## src/rtl/material_evaluator.sv

```systemverilog
// material_evaluator: scans board RAM LANES squares per cycle and produces a saturated, overridable material score.
module material_evaluator #(
  parameter int SQUARES = 64,
  parameter int LANES = 1,
  parameter int SCORE_W = 16,
  parameter int WEIGHT_W = 8,
  parameter logic [6*WEIGHT_W-1:0] PIECE_WEIGHTS = {8'd0, 8'd9, 8'd5, 8'd3, 8'd3, 8'd1},
  parameter logic signed [SCORE_W-1:0] MATE_SCORE = 16'sd30000,
  parameter bit RELATIVE = 1'b0
) (
  input  logic                              clk,
  input  logic                              rst,
  input  logic                              start,
  input  logic [1:0]                        checkmate,
  input  logic                              stalemate,
  input  logic                              white_to_move,
  output logic                              rd_en,
  output logic [$clog2(SQUARES/LANES)-1:0]  rd_addr,
  input  logic [4*LANES-1:0]                rd_data,
  output logic                              busy,
  output logic                              done,
  output logic signed [SCORE_W-1:0]         score,
  output logic                              bad_piece
);
  localparam int G = SQUARES / LANES;
  localparam int AW = $clog2(G);
  localparam int ACC_W = SCORE_W + 8;
  localparam logic signed [ACC_W-1:0] LIM = ACC_W'(MATE_SCORE) - ACC_W'(1);

  typedef enum logic [1:0] {IDLE, ISSUE, DRAIN, FINAL} state_t;

  state_t state, state_n;
  logic vld, bad_acc, lane_bad, bad_n, sm_q, wtm_q;
  logic [1:0] cm_q;
  logic signed [ACC_W-1:0] acc, acc_n, lane_sum, sat;
  logic signed [SCORE_W-1:0] ovr, fin;

  function automatic logic signed [ACC_W-1:0] weigh(input logic [3:0] code);
    logic [2:0] t;
    int idx;
    logic signed [ACC_W-1:0] w;
    t = code[2:0];
    idx = (t == 3'd0 || t == 3'd7) ? 0 : int'(t) - 1;
    w = (t == 3'd0 || t == 3'd7) ? '0 : ACC_W'(PIECE_WEIGHTS[idx*WEIGHT_W +: WEIGHT_W]);
    return code[3] ? -w : w;
  endfunction

  assign busy = state == ISSUE || state == DRAIN;
  assign rd_en = state == ISSUE;
  assign done = state == FINAL;

  always_comb begin
    lane_sum = '0;
    lane_bad = 1'b0;
    for (int j = 0; j < LANES; j++) begin
      lane_sum = lane_sum + weigh(rd_data[4*j +: 4]);
      lane_bad = lane_bad | (rd_data[4*j +: 3] == 3'd7);
    end
    acc_n = vld ? acc + lane_sum : acc;
    bad_n = bad_acc | (vld & lane_bad);
    sat = acc_n > LIM ? LIM : (acc_n < -LIM ? -LIM : acc_n);
    // Overrides sit on top of saturation; perspective flip comes last so it also flips mate scores
    ovr = (&cm_q || sm_q) ? '0 : (cm_q[1] ? -MATE_SCORE : (cm_q[0] ? MATE_SCORE : sat[SCORE_W-1:0]));
    fin = (RELATIVE && !wtm_q) ? -ovr : ovr;
    state_n = state == IDLE ? (start ? ISSUE : IDLE) :
              state == ISSUE ? (rd_addr == AW'(G - 1) ? DRAIN : ISSUE) :
              state == DRAIN ? FINAL : IDLE;
  end

  always_ff @(posedge clk) begin
    if (rst) begin
      state <= IDLE;
      rd_addr <= '0;
      vld <= 1'b0;
      acc <= '0;
      bad_acc <= 1'b0;
      score <= '0;
      bad_piece <= 1'b0;
      cm_q <= '0;
      sm_q <= 1'b0;
      wtm_q <= 1'b0;
    end else begin
      state <= state_n;
      vld <= rd_en;
      if (state == IDLE && start) begin
        cm_q <= checkmate;
        sm_q <= stalemate;
        wtm_q <= white_to_move;
        acc <= '0;
        bad_acc <= 1'b0;
        rd_addr <= '0;
      end else begin
        acc <= acc_n;
        bad_acc <= bad_n;
        if (rd_en) rd_addr <= rd_addr + 1'b1;
      end
      if (state == DRAIN) begin
        score <= fin;
        bad_piece <= bad_n;
      end
    end
  end
endmodule

```

## config.mk

```make
export PLATFORM = sky130hd
export DESIGN_NAME = material_evaluator
export DESIGN_NICKNAME = d
export VERILOG_FILES = /design/src/rtl/material_evaluator.sv
export SDC_FILE = /design/constraint.sdc
export NUM_CORES = 1
export LEC_CHECK = 0
export BUFFER_PORTS_ARGS = -buffer_cell sky130_fd_sc_hd__buf_2
export CORE_MARGIN = 2
export CORE_UTILIZATION = 50
export DETAILED_ROUTE_END_ITERATION = 10
export GPL_TIMING_DRIVEN = 1
export HOLD_SLACK_MARGIN = 0.12
export PLACE_DENSITY = 0.67
export SLEW_MARGIN = 40
export SYNTH_ARGS = -nofsm -noshare
export SYNTH_HDL_FRONTEND = slang
export SYNTH_SLANG_ARGS = --single-unit
```

## constraint.sdc

```tcl
create_clock -name clk -period 16.5 [get_ports clk]
set_input_delay 3.3 -clock clk [delete_from_list [all_inputs] [get_ports clk]]
set_output_delay 3.3 -clock clk [all_outputs]
set_load 0.005 [all_outputs]
```

After elaboration in Yosys (flattened, before gate mapping)
Index checks and enable logic that the tools add are counted.

Bits in latches: 0. Bits of input ports: 11. Word-level logic and storage cells: 45. Memory bits (read-only): 0. Register bits after elaboration: 54. RAM bits: 0. Memories kept: 0.

Order comparisons: 2. Mux-type cells: 14. Divide/modulo/power cells: 0. Eq/ne operators: 5. Bitwise logic cells: 2. Multiply operators: 0. $add $sub $neg: 4. Shift operators: 1. Reduce and logical (&&, ||, !) cells: 8.

Operators by type and width (count): 2-to-1 mux 16 bit (5); 2-to-1 mux 24 bit (2); variable part select 48 x 32 -> 8 bit (first input constant) (1); 2-to-1 mux 29 bit (1); adder 24 bit (1); > comparator 24 x 16 -> 1 bit (second input constant) (1); < comparator 24 x 16 -> 1 bit (second input constant) (1); negation 8 -> 24 bit (1); 2-to-1 mux 2 bit (4); 2-to-1 mux 8 bit (1); adder 6 x 1 -> 6 bit (second input constant) (1); == test 6 bit (second input constant) (1); == test 2 bit (second input constant) (2); subtractor 3 x 1 -> 4 bit (second input constant) (1); == test 3 bit (second input constant) (1); logical NOT 3 bit (1); logical OR 1 bit (3); == test 2 x 1 -> 1 bit (second input constant) (1); logical NOT 2 bit (1); AND reduction 2 bit (1); OR reduction 2 bit (1); bitwise AND 1 bit (1); logical AND 1 bit (1); 2-to-1 mux 1 bit (1); bitwise OR 1 bit (1).

Logic depth before layout (Yosys ltp)
Gate-level depths: netlist of the first run.

Depth after elaboration: 15. Depth in mapped cells: 22. Gate-level depth less buffers: 21.

Worst setup path after synthesis of the first run
Ideal clock, no wire load.

Path kind: input to register. Start: input rd_data[0]. End: register score[1]. Slack: 8.877 ns. Path buffers: 1. Arrival time: 7.538 ns. Cell stages on the path: 20. Required time: 16.415 ns. Cell sequence: inv_1 ha_1 nor2_1 o21ai_0 o21ai_0 inv_1 ha_1 a21boi_0 ha_1 a21oi_1 o21a_1 a2bb2oi_1 a21oi_1 xor2_1 mux2i_1 or2_0 o41a_1 nand2b_4 buf_6 o31ai_2.

Cells in the longest elaborated chain, start to end: 15. Elaborated cells between the ends (all ways): 18. Classes of those cells: add/sub: 3; order compare: 2; eq/ne: 1; shift: 1; mux: 9; reduce/logical: 2.

Ends and longest elaborated chain: start, declared (RTL line 19) `input logic [4*LANES-1:0] rd_data,`; branches (longest 4 deep; another with subtractor 3 x 1 -> 4 bit); 2-to-1 mux 8 bit (*) (RTL line 44) `w = (t == 3'd0 || t == 3'd7) ? '0 : ACC_W'(PIECE_WEIGHTS[idx*WEIGHT_W +: WEIGHT_W]);`; negation 8 -> 24 bit (RTL line 45) `return code[3] ? -w : w;`; 2-to-1 mux 24 bit (*) (RTL line 45); adder 24 bit (*) (RTL line 59) `acc_n = vld ? acc + lane_sum : acc;`; 2-to-1 mux 24 bit (*) (RTL line 59); < comparator 24 x 16 -> 1 bit (RTL line 61) `sat = acc_n > LIM ? LIM : (acc_n < -LIM ? -LIM : acc_n);`; 2-to-1 mux 16 bit (RTL line 61); 2-to-1 mux 16 bit (*) (RTL line 61); 2-to-1 mux 16 bit (*) (3 in a row) (RTL line 63) `ovr = (&cm_q || sm_q) ? '0 : (cm_q[1] ? -MATE_SCORE : (cm_q[0] ? MATE_SCORE : sat[SCORE_W-1:0]));`; end signal, assigned (RTL line 98) `score <= fin;`; end, declared (RTL line 22) `output logic signed [SCORE_W-1:0] score,`.

Every way passes the cells marked *. A chain may end at the register's enable or synchronous reset.

Final worst setup path of the first run
Start: input rd_data[1]. End: register score[13].

Same word-level chain as after synthesis.

==> results of run 1 <==
worst min-delay path by stage:
| stage | start | endpoint | slack [ns] | cells after the start |
|---|---|---|---|---|
| 2_1_floorplan | bad_acc | bad_acc | 0.42 | 2 |
| 3_3_place_gp | score[3] | score[3] | 0.44 | 2 |
| 3_5_place_dp | score[1] | score[1] | 0.44 | 2 |
| 4_1_cts | sm_q | sm_q | 0.46 | 2 |
| 5_1_grt | score[2] | score[2] | 0.49 | 2 |
| 6_report | sm_q | sm_q | 0.46 | 2 |
per-stage QoR:
stage | cells | util, % | cell area (um^2) | hold WS, ns
after CTS | 629 | 55.9 | 4320 | 0.463
after global routing | 629 | 56.0 | 4330 | 0.489
after detailed placement | 621 | 54.4 | 4200 | 0.441
after floorplan | 506 | - | 3990 | 0.424
final | 629 | 56.0 | 4330 | 0.464
after global placement | 621 | 54.4 | 4200 | 0.438
cells in the mapped netlist, types with 3 or more instances:
cell and instances:
a211o_1 5, a211oi_1 6, a21o_1 4, a21oi_1 41
a22oi_1 3, a31oi_1 9, a41oi_1 3, and3_1 3
buf_2 5, clkbuf_1 16, dfxtp_1 54, ha_1 33
inv_1 15, mux2_2 3, mux2i_1 13, nand2_1 59
nand2b_1 7, nand3_1 11, nand4_1 9, nor2_1 56
nor2b_1 18, nor3_1 7, o211ai_1 15, o21a_1 7
o21ai_0 21, o21ai_1 4, o21bai_1 6, o31a_1 3
o31ai_2 3, or3_1 6, xnor2_1 7, xor2_1 10
power breakdown:
group | total [W] | internal, W | switching [W]
Clock | 0.0000971 | 0.0000500 | 0.0000471
Sequential | 0.000134 | 0.000132 | 0.00000197
Combinational | 0.0000603 | 0.0000215 | 0.0000387
area by class of cell:
| type | instances | area [um^2] |
|---|---|---|
| inverter | 15 | 56.3 |
| clock buffer | 6 | 82.6 |
| clock inverter | 2 | 38.8 |
| tap | 102 | 128 |
| timing repair buffer | 38 | 198 |
| sequential | 54 | 1080 |
| multi-input combinational | 412 | 2740 |
| fill | 763 | 3400 |
logic make-up (layout without fill, tap and decap cells):
logic type                 count (synthesis)  in the layout  share of synthesized area (%)
AOI/OAI and AO/OA                        157            157                           27.5
xor gates and xnor gates                  18             18                           4.14
adders and majority gates                 34             34                           10.9
buffers and inverters                     40             61                           4.14
DFF                                       54             54                           27.1
muxes                                     16             16                           4.11
and+or+nand+nor                          187            187                           22.1
registers in the layout, indices dropped and copies added (netlist names):
register,count
rd_addr,6
vld,1
score,16
state,2
bad_acc,1
bad_piece,1
sm_q,1
acc,24
cm_q,2
metal layers:
metal / vias up / share of wire, %
met3: 12 / 4.1
met5: - / 0
met2: 93 / 49
met4: 0 / 1.3
met1: 1785 / 46
li1: 1898 / -
critical path: cells and delay by family:
kind,cells,cell delay (ns)
simple gates,3,0.31
xor+xnor,1,0.27
compound gates,10,3.27
buf+inv,4,0.48
fa+ha+maj,3,0.99
==> impl_metrics.ini, run 1 <==
[grt]
grt_pass1_vias = 3565
grtUsageMet2_pct = 42.3
grt_max_degree = 47
gr-max-usage-layer = met2
grtUsageTotal_pct = 24.2
met3_usage_pct = 3.63
use_met1_pct = 31.3
gr-total-overflow = 0
grt_pass1_wl_um = 16800
antenna_found_initial = 0

[critical_path]
crit_path_end = score[13]
reg2reg_to = score[13]
startpoint = rd_data[1]
critPathLaunchType = primary input
crit_chain = buf_2, inv_1, ha_1, nor2_1, o21ai_0, inv_1, ha_1, nand2_1, o21ai_0, inv_1, fa_1, nand2b_2, a211oi_1, o21ai_0, xnor2_1, a21oi_1, o311ai_0, a21oi_1, a41oi_1, o21ai_1, o211ai_1
cp-end-kind = flip-flop
path_max_fanout = 7
cp.required_ns = 16.74
cp_data_arrival_time_ns = 8.62
timing.rr.start = acc[0]
slowest_stage = a41oi_1
worst-setup-path-type = primary input to flip-flop
reg2regPathDepth = 13
r2r_slack_ns = 12.13
critPathMaxStageDelay_ns = 0.60

[drt]
drc = 0
wl_per_cell_um = 16.1
viasPerCell = 6.02
drt_pass1_iterations = 5
wirelength_um = 10100
num_vias = 3788
drtIter0Drc = 220
ant_nets = 0

[pwr]
p_leak_nw = 1.69
ir_drop_uv = 55.7
power.density_nw_per_um2 = 67.4
p_total_w = 0.000292

[clocking]
cts_setup_buffers = 0
htreeDepth = 2
insertion_delay_ns = 0.32
root_buffer = clkbuf_8
cts_resized = 0
holdBufCountCts = 0
clk_pin_slew_ns = 0.10
cts_buffer_depth = 2
cts_tree = done
clock_sinks = 54
cts_buffers = 5

[timing]
rsz0062_at_grt = false
min_period_ns = 8.39
drv_slew = 0
worst_pin_slew_ns = 0.665
fin_crit_sh_pct = 50.8
hold_viol_final = 0
setup_ws_ns = 8.11
max_freq_ghz = 0.119
setup_viol = 0
relSlewSlack_pct = 55.1
skew_ns = 0.00711
finalSetupTns_ns = 0

[floorplanning]
placeableCoreArea_um2 = 7730
dieArea_um2 = 8700
die_h_um = 93.3
start_util_pct = 51.6
die_w_um = 93.3
io_pins = 37
rows = 32

[synthesis]
synth_nets = 551
ys.flop_type = dfxtp_1
syn-cell-area_um2 = 3990
synth_top_cell_by_area = dfxtp_1
synth-seq-cells = 54
yosys-top-cells-area = dfxtp_1 27%, ha_1 10%, nand2_1 5.6%
synthCells = 506
yosys_warnings = 0
synth_edf_count = 0
syn_avg_cell_area_um2 = 7.88
synth_cell_types = 67
yosysSeqAreaShare_pct = 27.1
synthArstFlopShare_pct = 0
netlist.area_leader.share_pct = 27.1

[flow_run]
cap_violations = 0

[placed_design]
dp_hpwl_um = 7630
place_ws_ns = 7.81
portBuffers = 35
gp_congestion = 0.898

[finish]
diodes = 0
syn2layout_area_growth_pct = 8.54
final_cell_mix = 59 x nand2_1, 55 x nor2_1, 54 x dfxtp_1, 41 x a21oi_1, 35 x buf_2
final_common_cell = nand2_1
fin_nets = 571
drive_gt1_share_pct = 11.6

[worst_hold_path]
hold_path_class = flip-flop to flip-flop

[status]
status = finished, final reports clean
(Power assumes the default switching activity.)
==> run 2, diff against run 1 <==
- PLACE_DENSITY: 0.67 -> 0.7
- clock period: 16.5 -> 7.4 ns (I/O delays scaled with it)
==> impl_metrics.ini, run 2 (synthesis gave the netlist of run 1 again) <==
[status]
status = finished, final reports clean

[timing]
finalSetupTns_ns = 0
worst_pin_slew_ns = 0.661
setup_viol = 0
holdWs_ns = 0.468
fin_crit_sh_pct = 87.3
hold_viol_final = 0
drv_slew = 0
relSlewSlack_pct = 55.4
max_freq_ghz = 0.155
rsz0062_at_grt = false
skew_ns = 0.0142
min_period_ns = 6.46

[finish]
syn2layout_area_growth_pct = 8.76
drive_gt1_share_pct = 12.2
top_regs = acc (24), score (16), rd_addr (6)
largest_reg_flops = 24
fin_nets = 575
diodes = 0
final_common_cell = nand2_1
final_cell_mix = 59 x nand2_1, 55 x nor2_1, 54 x dfxtp_1, 41 x a21oi_1, 35 x buf_2
largest_register = acc

[pwr]
ir_drop_uv = 98.7
p_leak_nw = 1.70
power.density_nw_per_um2 = 143

[drt]
num_vias = 3813
drt_pass1_iterations = 5
drtIter0Drc = 181
viasPerCell = 6.02
wl_per_cell_um = 15.8
ant_nets = 0
wirelength_um = 10000
drc = 0

[grt]
grt_max_degree = 47
antenna_found_initial = 0
grt_pass1_wl_um = 16500
grtUsageTotal_pct = 23.6
grt_pass1_vias = 3475
gr-total-overflow = 0

[critical_path]
cp-end-kind = flip-flop
cp_data_arrival_time_ns = 6.71
timing.rr.start = acc[0]
startpoint = rd_data[0]
path_max_fanout = 7
worst-setup-path-type = primary input to flip-flop
crit_path_end = score[8]
reg2regPathDepth = 13
cp.required_ns = 7.65
critPathLaunchType = primary input
r2r_slack_ns = 3.04
reg2reg_to = score[8]

[clocking]
htreeDepth = 2
root_buffer = clkbuf_8
cts_buffer_depth = 2
holdBufCountCts = 0
cts_tree = done
clock_sinks = 54
cts_resized = 0
insertion_delay_ns = 0.32
clk_pin_slew_ns = 0.11
cts_setup_buffers = 0
cts_buffers = 5

[floorplanning]
die_w_um = 93.3
start_util_pct = 51.6
io_pins = 37
dieArea_um2 = 8700
placeableCoreArea_um2 = 7730
rows = 32
die_h_um = 93.3

[flow_run]
cap_violations = 0

[worst_hold_path]
hold_path_class = flip-flop to flip-flop

[placed_design]
dp_hpwl_um = 7580
gp_congestion = 0.911
portBuffers = 35
## run 2: cell types whose count changed in the layout (fill, tap and decap cells not counted), sizes merged
| cell | delta |
|---|---|
| bufinv | -1 |
| inv | -1 |
| clkinv | +2 |
| buf | +4 |
## run 2: worst min-delay path by stage
stage | startpoint | to | slack [ns] | cells after the start
floorplan | bad_acc | bad_acc | 0.42 | 2
global placement | score[2] | score[2] | 0.44 | 2
detailed placement | score[2] | score[2] | 0.44 | 2
CTS | score[2] | score[2] | 0.47 | 2
global route | score[2] | score[2] | 0.49 | 2
finish | score[2] | score[2] | 0.47 | 2
## run 2: cell type report
cell class / instances / area, um^2
fillers: 733 / 3390
multi-input cells: 412 / 2740
flip-flops and latches: 54 / 1080
repair buffers: 42 / 228
well taps: 102 / 128
clock buffers: 6 / 82.6
inverters: 15 / 56.3
clock inverters: 2 / 17.5
## run 2: report_power, final
| group | leakage [nW] | switching (W) | total, W | internal [W] |
|---|---|---|---|---|
| Sequential | 0.436 | 0.00000426 | 0.000299 | 0.000295 |
| Clock | 0.0514 | 0.000107 | 0.000185 | 0.0000774 |
| Combinational | 1.21 | 0.0000861 | 0.000135 | 0.0000491 |
## run 2: worst max-delay path, cell delays in order
cell and delay [ns]:
buf_2 0.12, inv_1 0.09, ha_1 0.20, nor2_1 0.19
o21ai_0 0.13, o21ai_0 0.17, inv_1 0.08, ha_1 0.28
nand2_1 0.04, o21ai_0 0.11, inv_1 0.10, fa_1 0.44
nand2b_2 0.21, a211oi_1 0.51, o21ai_0 0.33, xnor2_1 0.26
a21oi_1 0.15, o311ai_0 0.54, a21oi_1 0.16, a41oi_1 0.60
o21ai_1 0.33, o211ai_1 0.18
## run 2: through the flow
step,power (W),instances,worst slack (ns),instance area [um^2],util [%]
floorplan,0.000406,506,1.60,3990,-
global placement,0.000437,625,0.828,4230,54.8
detailed placement,0.000439,625,0.776,4230,54.8
CTS,0.000622,633,1.10,4330,56.1
global route,0.000652,633,0.571,4330,56.1
finish,0.000619,633,0.939,4330,56.1
## run 2: layer usage
metal / part of all wire (%) / GRT usage [%]
met5: 0 / 0
met2: 48 / 40.2
met4: 2.1 / 6.74
met1: 44 / 31.3
met3: 5.6 / 2.74
